[config.mk]
export PLATFORM = sky130hd
export DESIGN_NAME = instr_encoder_loader_flat
export DESIGN_NICKNAME = d
export VERILOG_FILES = /design/src/rtl/instr_encoder_loader_if.sv /design/src/rtl/instr_encoder_loader.sv /design/src/flat_wrapper.sv
export SDC_FILE = /design/constraint.sdc
export NUM_CORES = 1
export LEC_CHECK = 0
export CAP_MARGIN = 20
export CORE_UTILIZATION = 40
export CTS_CLUSTER_DIAMETER = 40
export DETAILED_ROUTE_END_ITERATION = 8
export PLACE_DENSITY = 0.75
export SLEW_MARGIN = 20
export SYNTH_ARGS = -nofsm -noshare
export SYNTH_HDL_FRONTEND = slang
export SYNTH_SLANG_ARGS = --single-unit
[constraint.sdc]
create_clock -name clk -period 8.1 [get_ports clk]
set_input_delay 1.62 -clock clk [delete_from_list [all_inputs] [get_ports clk]]
set_output_delay 1.62 -clock clk [all_outputs]
set_load 0.005 [all_outputs]
[src/rtl/instr_encoder_loader_if.sv]
// Field-level instruction request channel with a valid/ready handshake.
// master drives the request fields and valid_i; slave returns ready_o.
interface instr_encoder_loader_if;
    logic        valid_i;
    logic        ready_o;
    logic        last_i;
    logic [2:0]  op_class_i;
    logic [4:0]  rd_i;
    logic [4:0]  rs1_i;
    logic [4:0]  rs2_i;
    logic [2:0]  funct3_i;
    logic        funct7b5_i;
    logic [31:0] imm_i;

    modport master (
        output valid_i, last_i, op_class_i, rd_i, rs1_i, rs2_i,
        output funct3_i, funct7b5_i, imm_i,
        input  ready_o
    );

    modport slave (
        input  valid_i, last_i, op_class_i, rd_i, rs1_i, rs2_i,
        input  funct3_i, funct7b5_i, imm_i,
        output ready_o
    );
endinterface

[src/rtl/instr_encoder_loader.sv]
// RV32I instruction encoder and instruction-memory writer.
// Ports: clk, rst (async high); start_i/base_addr_i open a load sequence;
// req (slave) carries field-level requests; mem_we_o/mem_addr_o/mem_wdata_o
// write encoded words at consecutive word addresses; count_o, done_o,
// error_o and err_code_o report sequence progress and the first error.
module instr_encoder_loader #(
    parameter int ADDR_W    = 32,
    parameter int MAX_WORDS = 256,
    localparam int CW       = $clog2(MAX_WORDS) + 1
) (
    input  logic                  clk,
    input  logic                  rst,
    input  logic                  start_i,
    input  logic [ADDR_W-1:0]     base_addr_i,
    instr_encoder_loader_if.slave req,
    output logic                  mem_we_o,
    output logic [ADDR_W-1:0]     mem_addr_o,
    output logic [31:0]           mem_wdata_o,
    output logic [CW-1:0]         count_o,
    output logic                  done_o,
    output logic                  error_o,
    output logic [1:0]            err_code_o
);

    localparam logic [2:0] C_LOAD   = 3'd0;
    localparam logic [2:0] C_STORE  = 3'd1;
    localparam logic [2:0] C_REG    = 3'd2;
    localparam logic [2:0] C_BRANCH = 3'd3;
    localparam logic [2:0] C_IMM    = 3'd4;
    localparam logic [2:0] C_JAL    = 3'd5;
    localparam logic [2:0] C_JALR   = 3'd6;
    localparam logic [2:0] C_LUI    = 3'd7;

    localparam logic [6:0] OPC_LOAD   = 7'b0000011;
    localparam logic [6:0] OPC_STORE  = 7'b0100011;
    localparam logic [6:0] OPC_REG    = 7'b0110011;
    localparam logic [6:0] OPC_BRANCH = 7'b1100011;
    localparam logic [6:0] OPC_IMM    = 7'b0010011;
    localparam logic [6:0] OPC_JAL    = 7'b1101111;
    localparam logic [6:0] OPC_JALR   = 7'b1100111;
    localparam logic [6:0] OPC_LUI    = 7'b0110111;

    localparam logic [1:0] E_RANGE = 2'b01;
    localparam logic [1:0] E_MIS   = 2'b10;
    localparam logic [1:0] E_OVF   = 2'b11;

    localparam logic [CW-1:0] MAX_CNT = CW'(MAX_WORDS);

    typedef enum logic [2:0] {
        S_IDLE,
        S_READY,
        S_ENC,
        S_WRITE,
        S_DONE
    } state_t;

    state_t state_q, state_d;

    logic [ADDR_W-1:0] base_q;
    logic [2:0]        op_q;
    logic [4:0]        rd_q;
    logic [4:0]        rs1_q;
    logic [4:0]        rs2_q;
    logic [2:0]        f3_q;
    logic              f7_q;
    logic [31:0]       imm_q;
    logic              last_q;
    logic [CW-1:0]     count_q;
    logic              err_q;
    logic [1:0]        code_q;
    logic [ADDR_W-1:0] addr_q;
    logic [31:0]       wdata_q;

    logic [31:0]       word;
    logic              rng_bad;
    logic              mis_bad;
    logic              chk_fail;
    logic              ovf;
    logic              fits_i;
    logic              fits_b;
    logic              fits_j;
    logic              is_shift;
    logic [ADDR_W-1:0] addr_next;

    // Signed fit tests: upper bits must be a pure sign extension.
    assign fits_i   = (&imm_q[31:11]) | ~(|imm_q[31:11]);
    assign fits_b   = (&imm_q[31:12]) | ~(|imm_q[31:12]);
    assign fits_j   = (&imm_q[31:20]) | ~(|imm_q[31:20]);
    assign is_shift = (f3_q == 3'b001) || (f3_q == 3'b101);

    always_comb begin
        word    = '0;
        rng_bad = 1'b0;
        mis_bad = 1'b0;
        unique case (op_q)
            C_LOAD: begin
                word    = {imm_q[11:0], rs1_q, f3_q, rd_q, OPC_LOAD};
                rng_bad = ~fits_i;
            end
            C_STORE: begin
                word    = {imm_q[11:5], rs2_q, rs1_q, f3_q,
                           imm_q[4:0], OPC_STORE};
                rng_bad = ~fits_i;
            end
            C_REG: begin
                word = {1'b0, f7_q, 5'b0, rs2_q, rs1_q, f3_q,
                        rd_q, OPC_REG};
            end
            C_BRANCH: begin
                word    = {imm_q[12], imm_q[10:5], rs2_q, rs1_q, f3_q,
                           imm_q[4:1], imm_q[11], OPC_BRANCH};
                rng_bad = ~fits_b;
                mis_bad = imm_q[0];
            end
            C_IMM: begin
                if (is_shift) begin
                    word    = {1'b0, f7_q, 5'b0, imm_q[4:0], rs1_q,
                               f3_q, rd_q, OPC_IMM};
                    rng_bad = |imm_q[31:5];
                end else begin
                    word    = {imm_q[11:0], rs1_q, f3_q, rd_q, OPC_IMM};
                    rng_bad = ~fits_i;
                end
            end
            C_JAL: begin
                word    = {imm_q[20], imm_q[10:1], imm_q[11],
                           imm_q[19:12], rd_q, OPC_JAL};
                rng_bad = ~fits_j;
                mis_bad = imm_q[0];
            end
            C_JALR: begin
                word    = {imm_q[11:0], rs1_q, 3'b000, rd_q, OPC_JALR};
                rng_bad = ~fits_i;
            end
            C_LUI: begin
                word    = {imm_q[31:12], rd_q, OPC_LUI};
                rng_bad = |imm_q[11:0];
            end
        endcase
    end

    assign chk_fail  = rng_bad | mis_bad;
    assign ovf       = (count_q == MAX_CNT);
    assign addr_next = base_q + (ADDR_W'(count_q) << 2);

    always_comb begin
        state_d = state_q;
        unique case (state_q)
            S_IDLE:  if (start_i) state_d = S_READY;
            S_READY: if (req.valid_i) state_d = S_ENC;
            S_ENC: begin
                if (chk_fail) begin
                    state_d = last_q ? S_DONE : S_READY;
                end else if (ovf) begin
                    state_d = S_DONE;
                end else begin
                    state_d = S_WRITE;
                end
            end
            S_WRITE: state_d = last_q ? S_DONE : S_READY;
            S_DONE:  state_d = S_IDLE;
            default: state_d = S_IDLE;
        endcase
    end

    // Strobes decode the async-reset state, so a reset during WRITE
    // drops mem_we_o without waiting for a clock edge.
    assign req.ready_o = (state_q == S_READY);
    assign mem_we_o    = (state_q == S_WRITE);
    assign done_o      = (state_q == S_DONE);
    assign mem_addr_o  = addr_q;
    assign mem_wdata_o = wdata_q;
    assign count_o     = count_q;
    assign error_o     = err_q;
    assign err_code_o  = code_q;

    always_ff @(posedge clk or posedge rst) begin
        if (rst) begin
            state_q <= S_IDLE;
            base_q  <= '0;
            op_q    <= '0;
            rd_q    <= '0;
            rs1_q   <= '0;
            rs2_q   <= '0;
            f3_q    <= '0;
            f7_q    <= 1'b0;
            imm_q   <= '0;
            last_q  <= 1'b0;
            count_q <= '0;
            err_q   <= 1'b0;
            code_q  <= '0;
            addr_q  <= '0;
            wdata_q <= '0;
        end else begin
            state_q <= state_d;
            unique case (state_q)
                S_IDLE: begin
                    if (start_i) begin
                        base_q  <= {base_addr_i[ADDR_W-1:2], 2'b00};
                        count_q <= '0;
                        err_q   <= 1'b0;
                        code_q  <= '0;
                    end
                end
                S_READY: begin
                    if (req.valid_i) begin
                        op_q   <= req.op_class_i;
                        rd_q   <= req.rd_i;
                        rs1_q  <= req.rs1_i;
                        rs2_q  <= req.rs2_i;
                        f3_q   <= req.funct3_i;
                        f7_q   <= req.funct7b5_i;
                        imm_q  <= req.imm_i;
                        last_q <= req.last_i;
                    end
                end
                S_ENC: begin
                    if (chk_fail) begin
                        err_q <= 1'b1;
                        if (code_q == 2'b00) begin
                            code_q <= mis_bad ? E_MIS : E_RANGE;
                        end
                    end else if (ovf) begin
                        err_q <= 1'b1;
                        if (code_q == 2'b00) begin
                            code_q <= E_OVF;
                        end
                    end else begin
                        addr_q  <= addr_next;
                        wdata_q <= word;
                    end
                end
                S_WRITE: count_q <= count_q + 1'b1;
                default: ;
            endcase
        end
    end

endmodule
[src/flat_wrapper.sv]
// flat-port wrapper written by rule: the top's interface ports become plain ports
module instr_encoder_loader_flat 
#(
    parameter int ADDR_W    = 32,
    parameter int MAX_WORDS = 256,
    localparam int CW       = $clog2(MAX_WORDS) + 1
)
  (clk, rst, start_i, base_addr_i, mem_we_o, mem_addr_o, mem_wdata_o, count_o, done_o, error_o, err_code_o, req_valid_i, req_last_i, req_op_class_i, req_rd_i, req_rs1_i, req_rs2_i, req_funct3_i, req_funct7b5_i, req_imm_i, req_ready_o);
  instr_encoder_loader_if req_i ();
  input  logic clk;
  input  logic rst;
  input  logic start_i;
  input  logic [ADDR_W-1:0] base_addr_i;
  output logic mem_we_o;
  output logic [ADDR_W-1:0] mem_addr_o;
  output logic [31:0] mem_wdata_o;
  output logic [CW-1:0] count_o;
  output logic done_o;
  output logic error_o;
  output logic [1:0] err_code_o;
  input wire logic [$bits(req_i.valid_i)-1:0] req_valid_i;
  input wire logic [$bits(req_i.last_i)-1:0] req_last_i;
  input wire logic [$bits(req_i.op_class_i)-1:0] req_op_class_i;
  input wire logic [$bits(req_i.rd_i)-1:0] req_rd_i;
  input wire logic [$bits(req_i.rs1_i)-1:0] req_rs1_i;
  input wire logic [$bits(req_i.rs2_i)-1:0] req_rs2_i;
  input wire logic [$bits(req_i.funct3_i)-1:0] req_funct3_i;
  input wire logic [$bits(req_i.funct7b5_i)-1:0] req_funct7b5_i;
  input wire logic [$bits(req_i.imm_i)-1:0] req_imm_i;
  output wire logic [$bits(req_i.ready_o)-1:0] req_ready_o;
  assign req_i.valid_i = req_valid_i;
  assign req_i.last_i = req_last_i;
  assign req_i.op_class_i = req_op_class_i;
  assign req_i.rd_i = req_rd_i;
  assign req_i.rs1_i = req_rs1_i;
  assign req_i.rs2_i = req_rs2_i;
  assign req_i.funct3_i = req_funct3_i;
  assign req_i.funct7b5_i = req_funct7b5_i;
  assign req_i.imm_i = req_imm_i;
  assign req_ready_o = req_i.ready_o;
  instr_encoder_loader #(.ADDR_W(ADDR_W), .MAX_WORDS(MAX_WORDS)) u_core (.clk(clk), .rst(rst), .start_i(start_i), .base_addr_i(base_addr_i), .req(req_i), .mem_we_o(mem_we_o), .mem_addr_o(mem_addr_o), .mem_wdata_o(mem_wdata_o), .count_o(count_o), .done_o(done_o), .error_o(error_o), .err_code_o(err_code_o));
endmodule
# Yosys cells after proc, flatten, opt, wreduce, memory -nomap -nowiden
# Cells that the tools add are included.
# Widths: inputs -> output; s select.
# classes
n_addsub	2
eq_ne	19
n_mux	24
bitwise	12
reduce_logical	23
# ops
operator	count
$pmux 32 s8	1
$add 32x11->32	1
$mux 32	1
$reduce_or 27->1	1
$reduce_or 12->1	2
$reduce_and 21->1	1
$reduce_or 21->1	1
$reduce_and 20->1	1
$reduce_or 20->1	1
$eq 3x3->1 const B	6
$pmux 9 s2	1
$mux 3	5
$eq 3x2->1 const B	4
$mux 2	6
$pmux 3 s4	1
$reduce_and 12->1	1
$add 9x1->9 const B	1
$eq 3x1->1 const B	3
$eq 9x9->1 const B	1
$mux 9	1
$not 1->1	8
$reduce_and 2->1	4
$logic_not 3->1	2
$ne 3x3->1 const B	2
other kinds (14)	24
# totals
ff_bits	164
input_bits	91
out_inout_bits	79
word_cells	95

# Longest topological paths before layout
# depth
ltp_word	9
depth_mapped	11
depth_no_buf	10

# Worst setup path after synthesis
# Ideal clock, no wire load.
# synth_path
path_type	input-to-reg
start	input port req_valid_i
end	register u_core.f3_q[0]
setup_ns	0.125
arrival_time_ns	2.626
required_time_ns	7.975
setup_slack_ns	5.349
path_stages	4
n_path_buf	2
cell_sequence	and2_1 clkbuf_1 buf_2 mux2_2
# synth_via
elab_chain_cells	1
# synth_rtl
item	line	source
start, declared	flat_wrapper.sv:21	input wire logic [$bits(req_i.valid_i)-1:0] req_valid_i;
$reduce_and 2->1 (no source line)	n/a	
end signal, assigned	instr_encoder_loader.sv:211	f3_q <= req.funct3_i;
end, declared	instr_encoder_loader.sv:64	logic [2:0] f3_q;
# No other way between the ends.
# A chain may end at the register's enable or synchronous reset.

# Worst setup path in the final report
# layout_path
start	register u_core.state_q[0]
end	output port mem_we_o
# layout_via
elab_chain_cells	1
# layout_rtl
item	line	source
start, declared	instr_encoder_loader.sv:57	state_t state_q, state_d;
start signal, assigned	instr_encoder_loader.sv:195	state_q <= state_d;
$eq 3x2->1	instr_encoder_loader.sv:169	assign mem_we_o = (state_q == S_WRITE);
end, declared	flat_wrapper.sv:14	output logic mem_we_o;
# No other way between the ends.

==> flow_results.xml <==
<?xml version="1.0" encoding="UTF-8"?>
<metrics>
  <group name="sta">
    <metric name="skew" unit="ns">0.00854</metric>
    <metric name="final_worst_path_period_need" unit="ns">3.54</metric>
    <metric name="timing.final.crit_share" unit="%">43.7</metric>
    <metric name="setup-violations-final" unit="">0</metric>
    <metric name="max_freq" unit="GHz">0.282</metric>
    <metric name="slew_at_the_pin_with_the_worst_max_slew_slack" unit="ns">0.888</metric>
    <metric name="least_setup_slack_across_all_paths_after_layout" unit="ns">4.56</metric>
    <metric name="final_max_slew_viol_count" unit="">0</metric>
    <metric name="relSlewSlack" unit="%">40.8</metric>
    <metric name="timing_hold_violations_final" unit="">0</metric>
    <metric name="unrepaired_setup_endpoints_after_global_routing" unit="">false</metric>
    <metric name="totalNegativeSetupSlack" unit="ns">0</metric>
  </group>
  <group name="cells_and_area">
    <metric name="layout.cell_area.non_filler" unit="um2">9860</metric>
    <metric name="num-fill-cells" unit="">1616</metric>
    <metric name="synthToLayoutAreaGrowth" unit="%">31.8</metric>
    <metric name="nets" unit="">983</metric>
    <metric name="layout-drive-gt1-share" unit="%">11.6</metric>
    <metric name="antenna_cells" unit="">0</metric>
    <metric name="final_core_util" unit="%">54.4</metric>
  </group>
  <group name="grt">
    <metric name="grt_remaining_overflow" unit="">0</metric>
    <metric name="grt_antenna_before_repair" unit="">0</metric>
    <metric name="grt_pass1_wl" unit="mm">29.9</metric>
    <metric name="grt_start_max_net_pins" unit="">96</metric>
    <metric name="global_route.usage.total" unit="%">19.6</metric>
    <metric name="vias_in_the_first_global_route" unit="">5743</metric>
  </group>
  <group name="route">
    <metric name="wl" unit="mm">17.9</metric>
    <metric name="vias_per_cell" unit="">5.12</metric>
    <metric name="via_count" unit="">5738</metric>
    <metric name="detail_route.first_pass.iterations" unit="">8</metric>
    <metric name="post-route-drc-count" unit="">11</metric>
    <metric name="drt_iter0_drc" unit="">381</metric>
    <metric name="route.detailed.wl_per_inst" unit="um">16.0</metric>
    <metric name="postRouteAntennaNets" unit="">0</metric>
  </group>
  <group name="clock_network">
    <metric name="clkLatencyLatePin" unit="ns">0.42</metric>
    <metric name="cts_buffers" unit="">17</metric>
    <metric name="post_cts_hold_fix_bufs" unit="">0</metric>
    <metric name="cts_max_path_bufs" unit="">2</metric>
    <metric name="path_clk_slew" unit="ns">0.06</metric>
    <metric name="cts_htree_levels" unit="">4</metric>
    <metric name="cts_post_setup_buffers_inserted" unit="">0</metric>
    <metric name="clock_tree.root_cell" unit="">clkbuf_16</metric>
    <metric name="cts.repair.resized" unit="">0</metric>
    <metric name="cts.sinks" unit="">161</metric>
    <metric name="cts_tree" unit="">yes</metric>
  </group>
  <group name="synthesis">
    <metric name="synth.yosys.seq_area_share" unit="%">53.8</metric>
    <metric name="synth-edff-count" unit="">0</metric>
    <metric name="synthesis.area_per_instance" unit="um2">10.3</metric>
    <metric name="synth.cell_area" unit="um2">7480</metric>
    <metric name="yosys_cell_types" unit="">56</metric>
    <metric name="ys_seq_elements" unit="">161</metric>
    <metric name="synth_area_leader" unit="">dfrtp_1</metric>
    <metric name="netlist_top_cells_area" unit="">dfrtp_1 54%, nand2_1 8.5%, mux2_2 8.4%</metric>
    <metric name="yosys_most_used_dff" unit="">dfrtp_1</metric>
    <metric name="synth_async_sr_flop_share" unit="%">100</metric>
    <metric name="synthCells" unit="">729</metric>
    <metric name="synth_warnings" unit="">0</metric>
    <metric name="synth_top_area_share" unit="%">53.8</metric>
  </group>
  <group name="pwr">
    <metric name="power_per_cell_area" unit="nW/um2">375</metric>
    <metric name="vdd_ir_drop_max" unit="V">0.000177</metric>
    <metric name="design_power_total" unit="mW">3.70</metric>
    <metric name="leakagePower" unit="nW">4.32</metric>
  </group>
  <group name="critical_path">
    <metric name="worstPathCellList" unit="">nor2b_1 -&gt; nand2_1 -&gt; clkinv_1 -&gt; clkdlybuf4s50_1</metric>
    <metric name="cpPeakStageDelay" unit="ns">0.51</metric>
    <metric name="rrSetupSlack" unit="ns">4.84</metric>
    <metric name="worst_setup_path_start_kind" unit="">flip-flop</metric>
    <metric name="worst-endpoint-required" unit="ns">6.48</metric>
    <metric name="worstSetupEndpointType" unit="">output pin</metric>
    <metric name="worstPathArrival" unit="ns">1.92</metric>
    <metric name="cp_max_fo" unit="">8</metric>
    <metric name="critical_path.slowest_cell" unit="">clkdlybuf4s50_1</metric>
    <metric name="setup.worst_path.class" unit="">flip-flop to output pin</metric>
  </group>
  <group name="placed_design">
    <metric name="postPlaceCellArea" unit="um2">9290</metric>
    <metric name="placement.setup.worst_slack" unit="ns">4.40</metric>
    <metric name="globalplace.congestion" unit="">0.796</metric>
    <metric name="port_buffers" unit="">165</metric>
    <metric name="hpwlAfterDp" unit="mm">12.8</metric>
  </group>
  <group name="status">
    <metric name="run_status" unit="">finished, violations left</metric>
    <metric name="failed_checks" unit="">DRC</metric>
  </group>
  <group name="die">
    <metric name="floorplan.initialDensity" unit="%">41.2</metric>
    <metric name="fp.coreArea" unit="um2">18100</metric>
    <metric name="num_io_pins" unit="">170</metric>
    <metric name="die_x" unit="um">139</metric>
    <metric name="floorplan.die_area" unit="um2">19300</metric>
    <metric name="core_rows" unit="">49</metric>
    <metric name="fp.dieH" unit="um">139</metric>
  </group>
  <group name="worst_hold_path">
    <metric name="hold_path_class" unit="">flip-flop to flip-flop</metric>
  </group>
  <group name="run">
    <metric name="maxCapViolations" unit="">0</metric>
  </group>
</metrics>
## registers in the layout, indices dropped and copies added (netlist names)
name	count
u_core.imm_q	32
u_core.mem_wdata_o	31
u_core.base_q	30
u_core.mem_addr_o	30
u_core.count_o	9
u_core.rd_q	5
u_core.rs1_q	5
u_core.rs2_q	5
u_core.f3_q	3
u_core.op_q	3
u_core.state_q	3
u_core.err_code_o	2
u_core.error_o	1
u_core.f7_q	1
u_core.last_q	1
## per-layer routing
metal | routed length [um] | GRT usage (%) | up-vias
met3 | 1080 | 5.25 | 19
met4 | 260 | 6.32 | 0
met2 | 8380 | 31.6 | 147
li1 | - | - | 2836
met5 | 0 | 0 | -
met1 | 8230 | 25.6 | 2736
## where the power goes
group / switching, mW / internal, mW / total [mW]
combinational: 0.632 / 0.767 / 1.40
clock: 0.332 / 0.448 / 0.780
sequential: 0.339 / 1.18 / 1.52
total: 1.30 / 2.39 / 3.70
## final cells by class
class / count / area [um2] / share of cell area, %
Clock inverter: 10 / 104 / 1.05
Multi-Input combinational cell: 521 / 3250 / 33.0
Timing Repair Buffer: 170 / 1690 / 17.1
Tap cell: 229 / 287 / 2.90
Sequential cell: 161 / 4030 / 40.8
Clock buffer: 20 / 467 / 4.73
Inverter: 9 / 38.8 / 0.393
## cell usage after synthesis (all sizes together) (5+ instances only)
library cell	n
xor2	22
o31ai	7
o21ai	73
nand4	12
clkbuf	21
mux2i	12
ha	11
inv	8
a21oi	14
nand3	20
nor2	20
nand2b	8
dfrtp	161
nor2b	7
a22oi	8
and3	11
xnor2	5
o22ai	5
buf	18
nand2	169
nor4	8
mux2	58
nor3	5
## per-stage QoR
stage	instances	hold WS, ns
final	1120	0.477
after global routing	1120	0.497
after CTS	1120	0.483
after detailed placement	1090	0.468
after global placement	1090	0.460
after floorplan	730	0.450
## cells by family after synthesis
group | count (synthesis) | synth area share, %
other cells | 1 | 0.0501
buf+inv | 48 | 2.94
compound gates | 133 | 10.6
simple gates | 277 | 16.9
flops | 161 | 53.8
fa+ha+maj | 12 | 2.11
mux | 70 | 10.4
xor+xnor | 27 | 3.16
## placed cells by master, fill, tap and decap left out, drive strengths merged, types with 11 or more instances in the layout
| cell | netlist | layout |
|---|---|---|
| nor2 | 20 | 20 |
| nand3 | 20 | 20 |
| dfrtp | 161 | 161 |
| xor2 | 22 | 22 |
| ha | 11 | 11 |
| o21ai | 73 | 73 |
| mux2 | 58 | 58 |
| nand2 | 169 | 169 |
| a21oi | 14 | 14 |
| mux2i | 12 | 12 |
| clkdlybuf4s50 | 0 | 165 |
| clkbuf | 21 | 20 |
| and3 | 11 | 11 |
| nand4 | 12 | 12 |
## worst max-delay path: cells and delay by family, from the launching register on
kind,cells,cell delay [ns]
flops,1,0.43
simple gates,2,0.32
buf+inv,2,0.74
## final timing paths
kind                                                         from                                 to  depth (start not counted)
max in group asynchronous                                     rst   u_core.mem_addr_o[3]$_DFFE_PP0P_                          3
min in group asynchronous                                     rst  u_core.mem_addr_o[26]$_DFFE_PP0P_                          2
worst max-delay path                u_core.state_q[0]$_DFFE_PP0P_                           mem_we_o                          4
worst min register to register  u_core.mem_addr_o[22]$_DFFE_PP0P_  u_core.mem_addr_o[22]$_DFFE_PP0P_                          2
worst max register to register         u_core.op_q[2]$_DFFE_PP0P_  u_core.mem_addr_o[30]$_DFFE_PP0P_                          8
worst min-delay path            u_core.mem_addr_o[22]$_DFFE_PP0P_  u_core.mem_addr_o[22]$_DFFE_PP0P_                          2
No activity file was read; power rests on OpenSTA's default activity.
